<file path="config.mk">
export PLATFORM = sky130hd
export DESIGN_NAME = rotate_step_sequencer
export DESIGN_NICKNAME = d
export VERILOG_FILES = /design/src/rtl/rotate_step_sequencer_pkg.sv /design/src/rtl/rotate_step_sequencer_core.sv /design/src/rtl/rotate_step_sequencer.sv
export SDC_FILE = /design/constraint.sdc
export NUM_CORES = 1
export LEC_CHECK = 0
export CAP_MARGIN = 20
export CORE_MARGIN = 8
export CORE_UTILIZATION = 50
export DETAILED_ROUTE_END_ITERATION = 10
export PLACE_DENSITY = 0.77
export RECOVER_POWER = 25
export SLEW_MARGIN = 40
export SYNTH_ARGS = -nofsm -noshare
export SYNTH_HDL_FRONTEND = slang
export SYNTH_SLANG_ARGS = --single-unit
</file>
<file path="constraint.sdc">
create_clock -name clk -period 4.6 [get_ports clk]
set_input_delay 0.46 -clock clk [delete_from_list [all_inputs] [get_ports clk]]
set_output_delay 0.46 -clock clk [all_outputs]
set_load 0.05 [all_outputs]
</file>
<file path="src/rtl/rotate_step_sequencer_pkg.sv">
// Shared defaults, FSM encoding and direction constants for the rotate step sequencer.
// Latency: n/a (declarations only).
// Backpressure: n/a.
package rotate_step_sequencer_pkg;

  localparam int DEF_WIDTH = 8;
  localparam int DEF_AMT_W = 3;
  localparam int DEF_CNT_W = 4;

  typedef enum logic {
    IDLE = 1'b0,
    EMIT = 1'b1
  } state_t;

  localparam logic DIR_LEFT  = 1'b0;
  localparam logic DIR_RIGHT = 1'b1;

endpackage

</file>
<file path="src/rtl/rotate_step_sequencer_core.sv">
// Combinational WIDTH-bit rotator: y = a rotated left/right by amt, no fill bits.
// Latency: zero cycles (pure combinational).
// Backpressure: none.
module rotate_core
  import rotate_step_sequencer_pkg::*;
#(
  parameter int WIDTH = DEF_WIDTH,
  parameter int AMT_W = DEF_AMT_W
) (
  input  logic [WIDTH-1:0] a,
  input  logic [AMT_W-1:0] amt,
  input  logic             lr,
  output logic [WIDTH-1:0] y
);

  logic [2*WIDTH-1:0] dbl;
  logic [2*WIDTH-1:0] shr;
  logic [2*WIDTH-1:0] shl;

  // Shifting the word concatenated with itself turns the rotate into a plain shift.
  always_comb begin
    dbl = {a, a};
    shr = dbl >> amt;
    shl = dbl << amt;
    if (lr == DIR_RIGHT) begin
      y = shr[WIDTH-1:0];
    end else begin
      y = shl[2*WIDTH-1:WIDTH];
    end
  end

endmodule

</file>
<file path="src/rtl/rotate_step_sequencer.sv">
// Accepts a rotate command and streams one rotated beat per step, tagging the final one last.
// Latency: first beat valid the cycle after accept; one idle cycle between commands.
// Backpressure: out_ready low holds every register; in_ready only while idle.
module rotate_step_sequencer
  import rotate_step_sequencer_pkg::*;
#(
  parameter int WIDTH = DEF_WIDTH,
  parameter int AMT_W = DEF_AMT_W,
  parameter int CNT_W = DEF_CNT_W
) (
  input  logic             clk,
  input  logic             rst_n,
  input  logic             in_valid,
  output logic             in_ready,
  input  logic [WIDTH-1:0] in_data,
  input  logic [AMT_W-1:0] in_amt,
  input  logic             in_lr,
  input  logic [CNT_W-1:0] in_steps,
  output logic             out_valid,
  input  logic             out_ready,
  output logic [WIDTH-1:0] out_data,
  output logic             out_last,
  output logic             busy
);

  state_t             state_q, state_d;
  logic [CNT_W-1:0]   cnt_q, cnt_d;
  logic [AMT_W-1:0]   amt_q, amt_d;
  logic               lr_q, lr_d;
  logic [WIDTH-1:0]   data_q, data_d;
  logic               last_q, last_d;
  logic               vld_q, vld_d;

  logic [WIDTH-1:0]   rot_a;
  logic [AMT_W-1:0]   rot_amt;
  logic               rot_lr;
  logic [WIDTH-1:0]   rot_y;

  // One shared rotator: fed by the incoming command while idle, by its own output while emitting.
  always_comb begin
    if (state_q == IDLE) begin
      rot_a   = in_data;
      rot_amt = in_amt;
      rot_lr  = in_lr;
    end else begin
      rot_a   = data_q;
      rot_amt = amt_q;
      rot_lr  = lr_q;
    end
  end

  rotate_core #(
    .WIDTH (WIDTH),
    .AMT_W (AMT_W)
  ) u_rotate_core (
    .a   (rot_a),
    .amt (rot_amt),
    .lr  (rot_lr),
    .y   (rot_y)
  );

  always_comb begin
    state_d = state_q;
    cnt_d   = cnt_q;
    amt_d   = amt_q;
    lr_d    = lr_q;
    data_d  = data_q;
    last_d  = last_q;
    vld_d   = vld_q;
    case (state_q)
      IDLE: begin
        if (in_valid) begin
          amt_d   = in_amt;
          lr_d    = in_lr;
          data_d  = (in_steps == '0) ? in_data : rot_y;
          cnt_d   = (in_steps == '0) ? '0 : in_steps - CNT_W'(1);
          last_d  = (in_steps <= CNT_W'(1));
          vld_d   = 1'b1;
          state_d = EMIT;
        end
      end
      EMIT: begin
        if (vld_q && out_ready) begin
          if (last_q) begin
            vld_d   = 1'b0;
            last_d  = 1'b0;
            state_d = IDLE;
          end else begin
            data_d = rot_y;
            cnt_d  = cnt_q - CNT_W'(1);
            last_d = (cnt_q == CNT_W'(1));
          end
        end
      end
      default: state_d = IDLE;
    endcase
  end

  always_ff @(posedge clk or negedge rst_n) begin
    if (!rst_n) begin
      state_q <= IDLE;
      cnt_q   <= '0;
      amt_q   <= '0;
      lr_q    <= 1'b0;
      data_q  <= '0;
      last_q  <= 1'b0;
      vld_q   <= 1'b0;
    end else begin
      state_q <= state_d;
      cnt_q   <= cnt_d;
      amt_q   <= amt_d;
      lr_q    <= lr_d;
      data_q  <= data_d;
      last_q  <= last_d;
      vld_q   <= vld_d;
    end
  end

  assign in_ready  = (state_q == IDLE);
  assign busy      = (state_q != IDLE);
  assign out_valid = vld_q;
  assign out_data  = data_q;
  assign out_last  = last_q;

endmodule

</file>
==> results.yml, run 1 <==
run_status:
  outcome: "finished, final reports clean"
clocking:
  htreeDepth: 1
  cts_hold_buf: 0
  cts_buffer_depth: 2
  cts_tree: "done"
  cts-root-buf: "clkbuf_4"
  clkSinkCount: 19
  cts_resized: 0
  cts_setup_buffers: 0
  clk_latency_ns: 0.29
  cts_buffers: 3
  clk_pin_slew_ns: 0.10
cells_and_area:
  final_cell_mix: "30 x clkdlybuf4s50_1, 19 x nand3_1, 18 x dfrtp_1"
  layout-drive-gt1-share_pct: 10.2
  nNetsFinal: 239
  final_common_cell: "clkdlybuf4s50_1"
  final_util_pct: 60.5
  fillers: 299
  area_delta_synth_final_pct: 18.0
  antenna-diode-count: 0
sta:
  skew_ns: 0.00644
  relSlewSlack_pct: 33.5
  post-route-min-period_ns: 2.65
  finalSetupViolCount: 0
  slew_violations: 0
  hold_violations: 0
  finalCritPeriodShare_pct: 57.7
  timing.fmax_mhz: 377
  tns_ns: 0
  rsz0062_at_grt: "no"
  worstMarginPinSlew_ns: 0.997
synth:
  synth_cell_types: 48
  synth_top_area_cell: "dfrtp_1"
  syn_avg_cell_area_um2: 8.78
  ys.flop_type: "dfrtp_1"
  synth_top_area_share_pct: 28.2
  ys_seq_elements: 19
  synth_edf_count: 0
  async_flop_share_pct: 100
  synthTopCellsByArea: "dfrtp_1 28%, mux2i_1 7.1%, nand3_1 5.6%"
  yosysSeqAreaShare_pct: 28.2
  netlist_instances: 192
  syn_nets: 214
  ys.warnings.count: 0
  synthesis.area_mm2: 0.00169
global_route:
  antenna_found_initial: 0
  grt_pass1_wl_mm: 8.07
  grt_max_degree: 30
  grt_usage_pct: 18.7
  grt_pass1_vias: 1670
  grt_overflow_total: 0
die:
  io_pins: 32
  rows: 21
  start_util_pct: 51.3
  die_h_um: 74.1
  die_w_um: 74.1
  core_area_mm2: 0.00328
  dieArea_mm2: 0.00548
detailed_routing:
  drt-total-wl_mm: 5.10
  drt_iter0_drc: 326
  drt_pass1_iterations: 6
  wl_per_cell_um: 19.5
  drtAntennaViolNets: 0
  viasPerCell: 6.79
  drc_errors: 0
  num_vias: 1778
placement:
  port_buffers: 31
  gp_congestion: 1.01
  dp_hpwl_mm: 3.93
critical_path:
  cp.required_ns: 4.14
  r2r_cells: 5
  cp_max_fo: 29
  start_kind: "register"
  crit_type: "register to primary output"
  cp.arrival_ns: 2.19
  critPathCaptureType: "primary output"
run:
  max_cap_violations: 0
hold_path:
  min_path_type: "input pin to asynchronous set/reset pin"
power_and_ir_drop:
  peakVddDrop_mv: 0.412
  p_per_area_mw_per_mm2: 774
  p_leak_nw: 0.767
## worst max-delay path, cell delays in order, from the launching register on
cell and delay (ns):
dfrtp_2 0.70, clkinv_1 0.40, clkdlybuf4s50_1 0.80
## cell usage after synthesis (all sizes together), types with 2 or more instances
master	count
dfrtp	19
nand3	19
nor3	14
mux2i	12
buf	10
mux2	9
o21ai	9
a21oi	8
nand2	8
a22o	7
a22oi	7
nor2	7
o22ai	6
a221oi	5
inv	5
a211oi	4
nand2b	4
o211ai	4
o22a	4
and3	3
nor2b	3
nor4	3
o221a	3
a31oi	2
ha	2
## sequential cells by signal, summed over array words and instances (netlist names)
signal / flops
out_data: 8
amt_q: 3
lr_q: 1
cnt_q: 4
busy: 1
out_valid: 1
out_last: 1
## final cells by class
type	count	area (um^2)	share of cell area, %
clock buffer	3	22.5	1.13
clock inverter	1	5.00	0.252
inverter	6	22.5	1.13
multi-input combinational	156	1100	55.3
sequential	19	477	24.0
tap	46	57.6	2.89
timing repair buffer	31	304	15.3
## cell families after synthesis
| group | after synthesis | synth area share (%) |
|---|---|---|
| buffers and inverters | 17 | 6.76 |
| DFF | 19 | 28.2 |
| muxes | 21 | 13.4 |
| and+or+nand+nor | 67 | 21.5 |
| AOI/OAI and AO/OA | 66 | 28.7 |
| adders and majority gates | 2 | 1.48 |
## path summary, 6_finish.rpt
kind                       startpoint           to  slack (ns)
max                              busy     in_ready        1.95
min                             rst_n    out_valid        0.30
max reg2reg                      busy  out_data[2]        2.33
min reg2reg                  amt_q[2]     amt_q[2]        0.52
max in group asynchronous       rst_n         busy        3.64
min in group clk             amt_q[2]     amt_q[2]        0.52
## where the power goes
group / internal (mW) / total (mW) / switching (mW) / leakage, nW
Sequential: 0.247 / 0.399 / 0.151 / 0.218
Clock: 0.0323 / 0.0803 / 0.0479 / 0.0177
Combinational: 0.431 / 1.06 / 0.630 / 0.531
## stage by stage
step | power (mW) | hold slack, ns | worst slack, ns | cells | area, um^2
3_3_place_gp | 1.40 | 0.490 | 1.97 | 258 | 1960
6_report | 1.54 | 0.299 | 1.95 | 262 | 1990
3_5_place_dp | 1.44 | 0.499 | 1.81 | 258 | 1960
5_1_grt | 1.63 | 0.385 | 1.85 | 262 | 1990
2_1_floorplan | 1.18 | 0.164 | 2.39 | 192 | 1690
4_1_cts | 1.52 | 0.524 | 1.60 | 262 | 1990
## routing by layer
metal	share of wire (%)	wire length (um)	vias to the layer above	global-route usage [%]
met1	37	1890	853	21.2
met3	6.6	335	22	3.64
met4	2.4	124	0	8.43
li1	-	-	813	-
met5	0	0	-	0
met2	54	2740	90	32.7
No activity file was read; power rests on OpenSTA's default activity.
==> run 2, diff against run 1 <==
CORE_UTILIZATION = 47   (was 50)
PLACE_DENSITY = 0.76   (was 0.77)
clock period = 2.43 ns   (was 4.6 ns; I/O delays follow)
==> run 2 against run 1 <==
Utilization about the same. Routed wire length up 6.3%. Cell count up 3.4%. Register-to-register slack worse by 2.1 ns. Worst setup slack worse by 1.7 ns. Combinational power up 97%. Cell area up 3.1%. Flip-flop and latch count unchanged. Via count up 1.2%. Critical endpoint is now busy.
==> results.yml, run 2 (same netlist as run 1, synthesis figures left out) <==
die:
  die_w_um: 75.9
  rows: 21
  start_util_pct: 49.7
  core_area_mm2: 0.00339
  io_pins: 32
  dieArea_mm2: 0.00576
  die_h_um: 75.9
critical_path:
  cp_max_fo: 14
  critPathCaptureType: "primary output"
  crit_chain: "buf_4 -> clkdlybuf4s50_1"
  cp_top_family: "buffers and inverters"
  crit_slowest_cell: "clkdlybuf4s50_1"
  cp.required_ns: 2.19
  crit_type: "register to primary output"
  reg2reg_from: "busy"
  cp.arrival_ns: 1.97
  slowest_delay_ns: 0.81
  startpoint: "busy"
  start_kind: "register"
  crit_buf_inv: 2
cells_and_area:
  antenna-diode-count: 0
  final_common_cell: "clkdlybuf4s50_1"
  nNetsFinal: 248
  largest_reg_flops: 8
  area_delta_synth_final_pct: 21.7
  final_cell_mix: "29 x clkdlybuf4s50_1, 19 x nand3_1, 19 x dfrtp_1"
  fillers: 301
  layout-drive-gt1-share_pct: 12.9
global_route:
  grt_max_degree: 20
  grt_pass1_vias: 1686
  grt_overflow_total: 0
  grt_pass1_wl_mm: 8.37
  grt_usage_pct: 19.0
  antenna_found_initial: 0
sta:
  hold_violations: 0
  rsz0062_at_grt: "no"
  slew_violations: 0
  post-route-min-period_ns: 2.21
  setup_ws_ns: 0.217
  hold_ws_ns: 0.525
  finalCritPeriodShare_pct: 91.1
  tns_ns: 0
  skew_ns: 0.00354
  timing.fmax_mhz: 452
  worstMarginPinSlew_ns: 1.05
  finalSetupViolCount: 0
  relSlewSlack_pct: 30.2
clocking:
  cts-root-buf: "clkbuf_4"
  htreeDepth: 1
  cts_buffers: 3
  clk_pin_slew_ns: 0.11
  cts_tree: "done"
  cts_buffer_depth: 2
  cts_setup_buffers: 0
  clk_latency_ns: 0.30
  clkSinkCount: 19
detailed_routing:
  drt_iter0_drc: 229
  drt-total-wl_mm: 5.42
  viasPerCell: 6.64
  drc_errors: 0
  drtAntennaViolNets: 0
  wl_per_cell_um: 20.0
  drt_pass1_iterations: 5
  num_vias: 1799
hold_path:
  min_from: "amt_q[2]"
  min_path_type: "register to register"
run_status:
  outcome: "finished, final reports clean"
placement:
  dp_hpwl_mm: 4.21
  gp_congestion: 0.915
  dpl_worst_slack_ns: 0.257
  port_buffers: 31
power_and_ir_drop:
  peakVddDrop_mv: 0.678
  p_leak_nw: 0.811
  p_per_area_mw_per_mm2: 1460
run:
  max_cap_violations: 0
-- run 2: changes by cell type in the layout (fill, tap and decap cells not counted), sizes merged --
cell           delta
buf               +9
clkdlybuf4s50     -1
dlygate4sd3       +1
-- run 2: what timing repair did --
action / CTS / global route
setup endpoints to repair: 0 / 0
hold buffers: 0 / 1
endpoints found under the hold margin: 0 / 19
gates resized for setup: 0 / 0
-- run 2: report_power, final --
part	internal [mW]	leakage (nW)	switching, mW	total, mW
Combinational	0.856	0.574	1.24	2.09
Clock	0.0613	0.0177	0.103	0.164
Sequential	0.467	0.219	0.266	0.732
Total	1.38	0.811	1.61	2.99
-- run 2: layout make-up --
class / instances / area (um^2) / area share [%]
Tap cell: 46 / 57.6 / 2.81
Multi-Input combinational cell: 156 / 1100 / 53.4
Sequential cell: 19 / 475 / 23.2
Inverter: 6 / 22.5 / 1.10
Timing Repair Buffer: 40 / 372 / 18.1
Clock buffer: 3 / 22.5 / 1.10
Clock inverter: 1 / 5.00 / 0.244
-- run 2: final timing paths --
kind	endpoint	slack, ns	depth (start not counted)
worst min register to register	amt_q[2]	0.52	1
worst max-delay path	busy	0.22	2
max in group asynchronous	out_data[3]	1.16	2
worst min-delay path	amt_q[2]	0.52	1
min in group asynchronous	cnt_q[0]	0.64	2
worst max register to register	out_data[6]	0.26	7
-- run 2: through the flow --
step / utilization (%) / instance area, um^2 / instances / power (mW)
6_report: 60.5 / 2050 / 271 / 2.99
5_1_grt: 60.5 / 2050 / 271 / 3.16
4_1_cts: 60.4 / 2050 / 270 / 2.96
3_5_place_dp: 59.6 / 2020 / 266 / 2.79
3_3_place_gp: 59.6 / 2020 / 266 / 2.76
2_1_floorplan: - / 1690 / 192 / 2.23
-- run 2: worst register-to-register path, stage by stage (launching register included) --
cell      delay, ns
dfrtp_1        0.62
buf_4          0.25
nand2b_1       0.24
o21ai_1        0.10
buf_4          0.19
nand2_1        0.24
o21ai_0        0.16
a221o_1        0.27
-- run 2: per-layer routing --
layer	global-route usage [%]	up-vias	share of wire [%]
met5	0	-	0
met4	6.18	0	1.8
met3	2.89	15	7.6
met2	30.8	84	48
met1	25.0	869	43
li1	-	831	-
